===== config.mk =====
export PLATFORM = sky130hd
export DESIGN_NAME = sprite_line_scan
export DESIGN_NICKNAME = d
export VERILOG_FILES = /design/src/rtl/sprite_line_scan.sv
export SDC_FILE = /design/constraint.sdc
export NUM_CORES = 1
export LEC_CHECK = 0
export CORE_MARGIN = 2
export CORE_UTILIZATION = 43
export CTS_BUF_LIST = sky130_fd_sc_hd__clkbuf_2 sky130_fd_sc_hd__clkbuf_4 sky130_fd_sc_hd__clkbuf_8
export DETAILED_ROUTE_END_ITERATION = 6
export GPL_TIMING_DRIVEN = 0
export PLACE_DENSITY = 0.77
export SYNTH_ARGS = -nofsm -noshare
export SYNTH_HDL_FRONTEND = slang
export SYNTH_SLANG_ARGS = --single-unit
export TNS_END_PERCENT = 10

===== constraint.sdc =====
create_clock -name clk_i -period 4.4 [get_ports clk_i]
set_input_delay 1.1 -clock clk_i [delete_from_list [all_inputs] [get_ports clk_i]]
set_output_delay 1.1 -clock clk_i [all_outputs]
set_load 0.01 [all_outputs]

===== src/rtl/sprite_line_scan.sv =====
// sprite_line_scan: per-line scan of the 128-entry sprite attribute RAM, streaming the sprites that hit over valid/ready.
module sprite_line_scan #(
  parameter int MAX_HITS = 64
) (
  input  logic        clk_i,
  input  logic        rst_i,
  input  logic        line_start_i,
  input  logic [9:0]  line_i,
  input  logic        enable_i,
  output logic [7:0]  rd_addr_o,
  input  logic [31:0] rd_data_i,
  output logic        hit_valid_o,
  input  logic        hit_ready_i,
  output logic [6:0]  hit_id_o,
  output logic [31:0] hit_word0_o,
  output logic [31:0] hit_word1_o,
  output logic [5:0]  hit_row_o,
  output logic        busy_o,
  output logic        done_o,
  output logic        overflow_o,
  output logic [7:0]  hit_cnt_o
);
  typedef enum logic [2:0] {IDLE, F0, F1, F2, CHECK} state_t;
  state_t state, state_nx;
  logic [6:0]  idx, idx_nx, height;
  logic [9:0]  line, diff;
  logic [31:0] word0, word1;
  logic        hit, full, free, abort, load, adv, done_nx, ovf_set;
  assign busy_o = state != IDLE;
  always_comb begin
    diff = line - word1[9:0];
    height = 7'd8 << word1[31:30];
    hit = (word1[19:18] != 2'd0) && (diff < {3'd0, height});
    full = hit_cnt_o == 8'(MAX_HITS);
    free = !hit_valid_o || hit_ready_i;
    abort = line_start_i && state != IDLE;
    state_nx = state;
    load = 1'b0;
    adv = 1'b0;
    done_nx = 1'b0;
    ovf_set = 1'b0;
    case (state)
      IDLE: begin
        state_nx = line_start_i && enable_i ? F0 : IDLE;
        done_nx = line_start_i && !enable_i;
      end
      F0: state_nx = F1;
      F1: state_nx = F2;
      F2: state_nx = CHECK;
      CHECK: begin
        if (hit && full) begin
          ovf_set = 1'b1;
          done_nx = 1'b1;
          state_nx = IDLE;
        end else if (!hit || free) begin
          load = hit;
          adv = 1'b1;
          done_nx = idx == 7'd127;
          state_nx = idx == 7'd127 ? IDLE : F0;
        end
      end
      default: state_nx = IDLE;
    endcase
    // a line start mid-scan discards everything and restarts from sprite 0
    if (abort) begin
      state_nx = F0;
      load = 1'b0;
      adv = 1'b0;
      done_nx = 1'b0;
      ovf_set = 1'b0;
    end
    idx_nx = line_start_i && state_nx == F0 ? 7'd0 : idx + {6'd0, adv};
  end
  always_ff @(posedge clk_i) begin
    if (rst_i) begin
      state <= IDLE;
      idx <= '0;
      line <= '0;
      word0 <= '0;
      word1 <= '0;
      rd_addr_o <= '0;
      hit_valid_o <= 1'b0;
      hit_id_o <= '0;
      hit_word0_o <= '0;
      hit_word1_o <= '0;
      hit_row_o <= '0;
      done_o <= 1'b0;
      overflow_o <= 1'b0;
      hit_cnt_o <= '0;
    end else begin
      state <= state_nx;
      idx <= idx_nx;
      done_o <= done_nx;
      if (state_nx == F0) rd_addr_o <= {idx_nx, 1'b0};
      else if (state_nx == F1) rd_addr_o <= {idx, 1'b1};
      if (state == F1) word0 <= rd_data_i;
      if (state == F2) word1 <= rd_data_i;
      if (line_start_i) line <= line_i;
      hit_cnt_o <= line_start_i ? 8'd0 : hit_cnt_o + {7'd0, load};
      overflow_o <= !line_start_i && (overflow_o || ovf_set);
      hit_valid_o <= !abort && (load || (hit_valid_o && !hit_ready_i));
      if (load) begin
        hit_id_o <= idx;
        hit_word0_o <= word0;
        hit_word1_o <= word1;
        hit_row_o <= diff[5:0];
      end
    end
  end
endmodule

# Word-level counts from Yosys, hierarchy flattened
# Cells that the tools add are included.
[classes]
addsub = 3
n_lt_le_gt_ge = 1
eq_ne = 8
shifts = 1
muxes = 23
n_reduce_logical = 26
[ops]
columns = ["cell", "n"]
rows = [
  ["8-bit two-way mux", 2],
  ["1-bit two-way mux", 15],
  ["3-bit case mux with 5 select lines", 1],
  ["10-bit by 7-bit < comparator with 1-bit output", 1],
  ["10-bit subtractor", 1],
  ["3-bit by 2-bit == test with 1-bit output (second input constant)", 3],
  ["1-bit logical AND", 9],
  ["3-bit two-way mux", 3],
  ["8-bit by 1-bit adder with 8-bit output", 1],
  ["8-bit by 7-bit == test with 1-bit output (second input constant)", 1],
  ["7-bit by 1-bit adder with 7-bit output", 1],
  ["7-bit == test (second input constant)", 1],
  ["7-bit two-way mux", 1],
  ["4-bit by 2-bit left shift with 7-bit output (first input constant)", 1],
  ["3-bit by 1-bit == test with 1-bit output (second input constant)", 2],
  ["1-bit zero test", 6],
  ["2-bit OR reduction", 3],
  ["1-bit logical OR", 4],
  ["2-bit nonzero test", 2],
  ["3-bit == test (second input constant)", 1],
  ["3-bit zero test", 1],
  ["3-bit nonzero test", 1],
  ["1-bit case mux with 2 select lines", 1],
]
[word_totals]
regBits = 180
in_bits = 47
output_inout_bits = 97
word_cells = 77

# Longest topological paths before layout
[logic_depth]
word_depth = 13
ltp_mapped = 22
ltp_nobuf = 22

# Worst setup path after synthesis
# OpenSTA, ideal clock, no wires.
[synth_path]
kind = "register to register"
start = "reg line[0]"
end = "reg rd_addr_o[3]"
setup_ps = 74
arrival_ps = 3978
slack_ps = 348
path_stages_with_launch = 21
path_buffers = 0
period_less_slack_ps = 4052
path_cell_list = "dfxtp_1 inv_1 ha_1 inv_1 fa_1 a211oi_1 o21bai_1 a21oi_1 xnor2_1 ha_1 a311oi_1 o221ai_1 nor3_1 nand3_1 nor2_1 nor3_1 ha_1 ha_1 xnor2_1 or4_1 a31oi_1"
[synth_between]
elab_chain_len = 13
elab_cells_between_ends = 21
[synth_rtl]
columns = ["item", "line", "source"]
rows = [
  ["start: declaration", "26", "logic [9:0] line, diff;"],
  ["start signal: assignment", "98", "if (line_start_i) line <= line_i;"],
  ["10-bit subtractor *", "31", "diff = line - word1[9:0];"],
  ["10-bit by 7-bit < comparator with 1-bit output *", "33", "hit = (word1[19:18] != 2'd0) && (diff < {3'd0, height});"],
  ["1-bit logical AND *", "33", ""],
  ["parallel branches: the longest is 10 deep, another holds 7-bit by 1-bit adder with 7-bit output", "-", ""],
  ["end signal: assignment", "94", "if (state_nx == F0) rd_addr_o <= {idx_nx, 1'b0};"],
  ["end signal: assignment", "95", "else if (state_nx == F1) rd_addr_o <= {idx, 1'b1};"],
  ["end: declaration", "10", "output logic [7:0] rd_addr_o,"],
]
# Every way passes the cells marked *.
# A chain may end at the register's enable or synchronous reset.

# Final worst setup path
[layout_path]
start = "in line_start_i"
end = "reg rd_addr_o[3]"
[layout_between]
elab_chain_len = 8
elab_cells_between_ends = 13
[layout_rtl]
columns = ["item", "line", "source"]
rows = [
  ["start: declaration", "7", "input logic line_start_i,"],
  ["1-bit logical AND", "44", "state_nx = line_start_i && enable_i ? F0 : IDLE;"],
  ["1-bit two-way mux", "44", ""],
  ["3-bit case mux with 5 select lines", "42", "case (state)"],
  ["3-bit two-way mux", "65", "if (abort) begin"],
  ["3-bit by 1-bit == test with 1-bit output", "72, 94", ""],
  ["1-bit logical AND", "72", "idx_nx = line_start_i && state_nx == F0 ? 7'd0 : idx + {6'd0, adv};"],
  ["7-bit two-way mux", "72", ""],
  ["8-bit two-way mux", "94", ""],
]
# Several ways; a longest one is shown, not always the timed one.

==> flow_summary.toml <==
[sta]
slew_viol_final = 0
finalHoldViolCount = 0
relSlewSlack_pct = 41.15
hold_ws_ps = 459.8
finalClockSkew_ps = 13.63
setup_viol = 0
layout_min_cycle_time_ps = 4186
period_share_pct = 95.13
fmax_mhz = 238.9
worstMarginPinSlew_ps = 880.9

[power_and_ir_drop]
p_leak_nw = 3.921
combPwrFrac_pct = 8.5
peakVddDrop_mv = 0.1896
pwr_density_cell_nw_per_um2 = 336.7
seq_power_share_pct = 51.8
internal-power_mw = 2.418
swShare_pct = 24.58
total_power_mw = 3.207
power.switching_uw = 788.2
pwr-share-clk_pct = 39.8

[clock_network]
cts_inserted_buffers = 17
clock-sinks = 180
clock_path_buffers = 2
clockRootBuffer = "clkbuf_8"
cts_tree = "done"
htree_levels = 4
clock_latency_ps = 480
clk_pin_slew_worst_paths_ps = 90

[route]
routedWlPerCell_um = 15.39
drtPass1Iterations = 5
via_per_inst = 5.076
drt-initial-drc-count = 353
drc = 0
num_vias = 6172
drtAntennaViolNets = 0
routed_wl_um = 18720

[global_route]
track_usage_pct = 21.03
grt-ovfl-total = 0
grt_pass1_wl_um = 29500
grt_max_degree = 17
grt_pass1_vias = 5784
antenna_found_initial = 1

[floorplan]
die_h_um = 134.2
core_um2 = 16580
io_pins = 144
initial_core_util_pct = 43.99
die_x_um = 134.2
num_rows = 47
die-area_um2 = 18020

[setup_path]
reg2reg_from = "word1[0]"
critical_path_required_ps = 4810
crit_type = "in2reg"
reg2reg_depth = 19
critPathMaxFanout = 10
ff2ff_setup_slack_ps = 300
cp-endpoint = "rd_addr_o[3]"
startpoint = "line_start_i"
rr_endpoint = "rd_addr_o[3]"
arrival_ps = 4600
endpoint_kind = "flip-flop"
critPathLaunchType = "input port"

[finish]
layout-area-overhead-vs-synth_pct = 30.55
final_common_cell = "dfxtp_1"
drive_gt1_share_pct = 6.325
layout_common_cells = "179 x dfxtp_1, 142 x clkdlybuf4s50_1, 140 x nand2_1"
final_nets = 1048
n_antenna_cell = 0

[synth]
synth_ff_type = "dfxtp_1"
synth_edf_count = 0
syn_area_um2 = 7294
synthArstFlopShare_pct = 0
yosysWarnings = 0
ys_ff_latch = 180
avgSynthCellArea_um2 = 8.928
synth_cell_types = 51
synth_fp_nets = 882
synthCells = 817
seq_area_frac_synth_pct = 49.40

[placed_design]
dpl.hpwl_um = 13640
gp_congestion = 0.8827
io_buffers = 142

[hold_path]
hold_path_class = "reg2reg"

[flow_run]
maxCapViolations = 0

[outcome]
outcome = "finished, final reports clean"
==> final cells by class <==
class                   count  area (um^2)
fillers                  1506         7061
flip-flops and latches    180         3605
multi-input cells         573         3465
repair buffers            147         1459
well taps                 220        275.3
clock buffers              19        255.2
plain buffers              50        216.5
clock inverters            13        195.2
inverters                  14        52.55
==> synthesized netlist by cell type (2+ instances only) <==
library cell | count | area [um^2]
o21a_1 | 6 | 45.04
a32oi_1 | 2 | 17.52
and4_1 | 2 | 17.52
nand4b_1 | 4 | 35.03
o21ai_1 | 2 | 10.01
a211oi_1 | 3 | 22.52
nor3b_1 | 4 | 30.03
a311oi_1 | 3 | 26.28
inv_1 | 14 | 52.55
dfxtp_1 | 180 | 3603
ha_1 | 17 | 212.7
nand2b_1 | 11 | 68.82
o21ai_0 | 8 | 40.04
clkbuf_1 | 38 | 142.6
buf_6 | 2 | 22.52
xnor2_1 | 8 | 70.07
nand3b_1 | 2 | 15.01
mux2i_1 | 88 | 880.8
or2_2 | 2 | 12.51
nor4_1 | 7 | 43.79
and4b_1 | 2 | 20.02
nor2_1 | 118 | 442.9
buf_2 | 8 | 40.04
nand4_1 | 4 | 25.02
nor4b_1 | 2 | 17.52
a21oi_1 | 75 | 375.4
or3_1 | 3 | 18.77
o31a_1 | 2 | 17.52
and3_1 | 3 | 18.77
a21o_1 | 2 | 15.01
xor2_1 | 10 | 87.58
nand3_1 | 10 | 50.05
nor3_1 | 8 | 40.04
nand2_1 | 140 | 525.5
o211ai_1 | 5 | 37.54
and2_1 | 7 | 43.79
==> per-stage QoR <==
stage,setup slack [ps],TNS (ps),std cells,cell area [um^2],util (%)
floorplan,348.0,0,817,7295,-
global placement,-252.4,-404.9,1179,8991,54.22
detailed placement,-269.0,-429.8,1179,8991,54.22
CTS,27.71,0,1212,9470,57.11
global route,-35.38,-35.38,1216,9523,57.42
finish,214.3,0,1216,9523,57.42
==> per-layer routing <==
metal  track usage [%]  up-vias  share of wire [%]
li1                  -     3093                  -
met2             33.56      158                 46
met3             6.085       32                5.9
met4             6.842        0                2.0
met1             27.48     2889                 46
met5                 0        -                  0
==> power by group through the flow <==
stage	registers (mW)	clock network [mW]	logic (mW)
after CTS	1.66	1.30	0.266
after detailed placement	1.70	0	0.260
after floorplan	1.70	0	0.151
after global routing	1.66	1.36	0.299
final	1.66	1.28	0.271
after global placement	1.70	0	0.256
==> state kept, by name, summed over array words and instances (netlist names) <==
signal       flops
hit_word0_o     32
hit_word1_o     32
word0           32
word1           32
line            10
hit_cnt_o        8
rd_addr_o        8
hit_id_o         7
idx              7
hit_row_o        6
state            3
done_o           1
hit_valid_o      1
overflow_o       1
==> worst max-delay path, stage by stage <==
cell and delay (ps):
clkdlybuf4s50_1 560, clkbuf_1 360, clkbuf_1 520, buf_1 620
nor3_1 150, ha_2 230, ha_1 220, xnor2_1 150
or4_1 520, a31oi_2 170
==> logic make-up (layout without fill, tap and decap cells) <==
group / Yosys count / count (layout) / share of synthesized area [%]
buf+inv: 64 / 243 / 3.688
simple gates: 335 / 335 / 20.22
flops: 180 / 180 / 49.40
fa+ha+maj: 18 / 18 / 3.190
compound gates: 114 / 114 / 9.263
xor+xnor: 18 / 18 / 2.161
mux: 88 / 88 / 12.08
==> worst min path at each step <==
| stage | start | endpoint | slack [ps] | cells after the start |
|---|---|---|---|---|
| 6_report | word0[16] | word0[16] | 460 | 2 |
| 5_1_grt | word1[28] | word1[28] | 480 | 2 |
| 4_1_cts | word0[1] | word0[1] | 460 | 2 |
| 3_5_place_dp | word0[1] | word0[1] | 450 | 2 |
| 3_3_place_gp | word1[29] | word1[29] | 440 | 2 |
| 2_1_floorplan | word0[0] | word0[0] | 440 | 2 |
==> what timing repair did <==
item | 4_1_cts | 5_1_grt
endpoints found under the setup margin | 4 | 6
resized for setup | 4 | 6
setup buffers | 1 | 4
hold buffers | 0 | 0
pin swaps | 2 | 4
hold endpoints to repair | 0 | 0
Note: power is estimated with default switching activity, not from simulation.
==> edit (same settings) <==
Reset style: asynchronous (`rst_i`), changed in one clocked block.
--- a/src/rtl/sprite_line_scan.sv
+++ b/src/rtl/sprite_line_scan.sv
@@ -71,7 +71,7 @@
     end
     idx_nx = line_start_i && state_nx == F0 ? 7'd0 : idx + {6'd0, adv};
   end
-  always_ff @(posedge clk_i) begin
+  always_ff @(posedge clk_i or posedge rst_i) begin
     if (rst_i) begin
       state <= IDLE;
       idx <= '0;
Function: differs if rst_i is asserted again (counterexample within 4 cycles, from zero or initial values and one cycle with rst_i high); with rst_i held inactive, the same outputs for 10 cycles.
==> edit against the original RTL <==
  * Hold slack improved by 0.034 ns
  * Sequential cell count unchanged
  * Sequential share of layout area increased by 7.8 points
  * Utilization decreased by 0.39 points
  * Worst setup slack improved by 0.036 ns
  * Synthesized area increased by 4.6%
  * Fmax increased by 0.86%
  * Register-to-register slack got worse by 0.05 ns
  * Final area increased by 3.6%
  * Routed wire length decreased by 9.8%
Power is not compared: it rests on default switching activity, and its combinational part moved more than twofold at a synthesized area within 25%.
==> edit: results (changes against the original RTL) <==
stage	metric	value	unit	change
yosys	Post-synth top flop	dfrtp_1		
timing	skew final	0.0145	ns	+0.000906 ns
critical_path	crit path DAT	4.49	ns	-0.11 ns
yosys	Area contributors post-synth	dfrtp_1 (59%), mux2_2 (21%), ha_1 (2.8%)		
place	# port buffers	143		+0.70%
yosys	syn_nets	616		-30%
critical_path	CP max FO	8		-2
yosys	post-synthesis mux area share	22.5	%	+10 points
hold_path	Hold Path Sink	hit_row_o[1]		
route	first-pass iteration count of the detailed router	4		-1
critical_path	RR Startpoint	line[0]		
critical_path	worst reg-to-reg setup slack	0.25	ns	-0.05 ns
final_layout	share of cells above drive strength 1	27.7	%	+21 points
final_layout	FILL cells	1397		-7.2%
route	DR iter-0 viols	239		-32%
yosys	number of synthesized flops with an enable pin	0		unchanged
critical_path	Reg2Reg Capture Point	rd_addr_o[3]		
yosys	post-synthesis compound-gate area fraction	4.61	%	-4.7 points
global_routing	largest net degree at the start of global routing	42		+25
global_routing	Total GRT Usage	18.8	%	-2.2 points
timing	Final min period	4.15	ns	-0.0357 ns
status	status	finished clean		
final_layout	nets@finish	785		-25%
timing	worst-margin pin slew	0.822	ns	-0.0593 ns
clock_network	clk slew on worst S/H paths	0.10	ns	
route	Met3 Wirelength	1170	um	+6.5%
clock_network	CTS Buf Count	17		unchanged
final_layout	Area Overhead vs Synth	29.2	%	
yosys	XOR/XNOR Fraction of Synth Area	2.07	%	-0.096 points
route	drt via density	5.23		+3.0%
yosys	Yosys cell types	53		+3.9%
critical_path	R2R cell count	20		+1
route	met2 WL	8300	um	-4.0%
yosys	asr flop ratio synth	100	%	+100 points
clock_network	Skew-Pair Late Insertion Delay	0.46	ns	-0.02 ns
place	DP Wirelength	12300	um	-10%
route	top layer in use	met5		
place	Place WS	0.0396	ns	+0.309 ns
global_routing	vias in the first global route	5237		-9.5%
route	WL final	16900	um	-9.8%
yosys	Adder-Cell Fraction of Synth Area	3.05	%	-0.14 points
pwr	Internal Pwr Total	3.65	mW	
hold_path	WHS Path Cells	1		-1
hold_path	HP Start	hit_row_o[1]		
yosys	Seq/Total Area, Yosys	59.0	%	+9.6 points
global_routing	first-pass GRT wire length	27100	um	-8.0%
yosys	Commonest cells post-synth	dfrtp_1 (180), mux2_2 (143), nor2_1 (34)		
route	Routed met1 length	7160	um	-17%
clock_network	H-Tree Depth	4		unchanged
place	gpl congestion	0.852		-3.5%
pwr	Peak VDD IR	0.262	mV	
-- edit: cell count changes in the layout (fill, tap and decap cells not counted), moves of 66 or more --
cell     delta
nand2_1   -131
dfrtp_1   +180
mux2i_1    -84
mux2_2    +143
nor2_1     -85
a21oi_1    -66
dfxtp_1   -179
-- edit: routing by layer --
layer	vias up	GRT usage, %
met3	25	5.85
li1	2282	-
met5	-	0
met2	155	31.5
met1	2544	23.6
met4	2	5.56
-- edit: layout make-up --
class / count / area share [%]
clock buffer: 17 / 2.37
sequential: 180 / 45.7
buffer: 22 / 1.05
multi-input combinational: 334 / 30.4
tap: 225 / 2.85
inverter: 15 / 0.609
clock inverter: 15 / 1.41
timing repair buffer: 150 / 15.7
-- edit: through the flow --
step / TNS, ns / instance area, um^2 / std cells / util [%] / hold slack [ns]
final: 0 / 9860 / 958 / 57.0 / 0.494
after global routing: -0.0154 / 9860 / 958 / 57.0 / 0.514
after CTS: 0 / 9820 / 956 / 56.8 / 0.496
after detailed placement: 0 / 9450 / 924 / 54.6 / 0.475
after global placement: -47.45 / 9350 / 919 / 54.1 / 0.466
after floorplan: 0 / 7640 / 551 / - / 0.474
-- edit: logic make-up after synthesis --
family,count (synthesis)
multiplexers,153
XOR/XNOR,18
AND/OR/NAND/NOR,95
flip-flops,180
adder cells (fa/ha/maj),18
buffers and inverters,37
AO/OA/AOI/OAI,50
-- edit: critical path, stage by stage, from the launching register on --
cell,delay (ns)
dfrtp_1,0.39
inv_1,0.08
ha_1,0.17
inv_1,0.06
fa_1,0.39
a21o_1,0.24
a221oi_4,0.29
xnor2_1,0.18
ha_1,0.26
o21ai_0,0.07
a21oi_1,0.06
a311oi_1,0.20
o211ai_1,0.12
nand4b_4,0.29
a21oi_2,0.18
nor3_1,0.07
ha_1,0.24
ha_1,0.26
nor2b_1,0.16
a32oi_1,0.20
nand3_1,0.10
-- edit: what timing repair did --
action / in CTS / in global routing
setup endpoints to repair: 0 / 82
gates resized for setup: 0 / 5
setup buffers: 0 / 2
-- edit: power groups by stage --
stage	Combinational (mW)	Clock, mW	Sequential [mW]
final	2.01	1.08	2.41
after global routing	2.21	1.19	2.48
after CTS	2.01	1.11	2.41
after detailed placement	1.99	0	2.45
after global placement	1.92	0	2.41
after floorplan	1.25	0	2.43
-- edit: worst max path at each step --
stage | start | end | cells past startpoint
6_report | line[0] | rd_addr_o[3] | 20
5_1_grt | line[0] | rd_addr_o[3] | 20
4_1_cts | line[0] | hit_word0_o[0] | 16
3_3_place_gp | rst_i | hit_word0_o[4] | 2
2_1_floorplan | line[0] | rd_addr_o[3] | 20
3_5_place_dp | line[0] | hit_word0_o[31] | 16
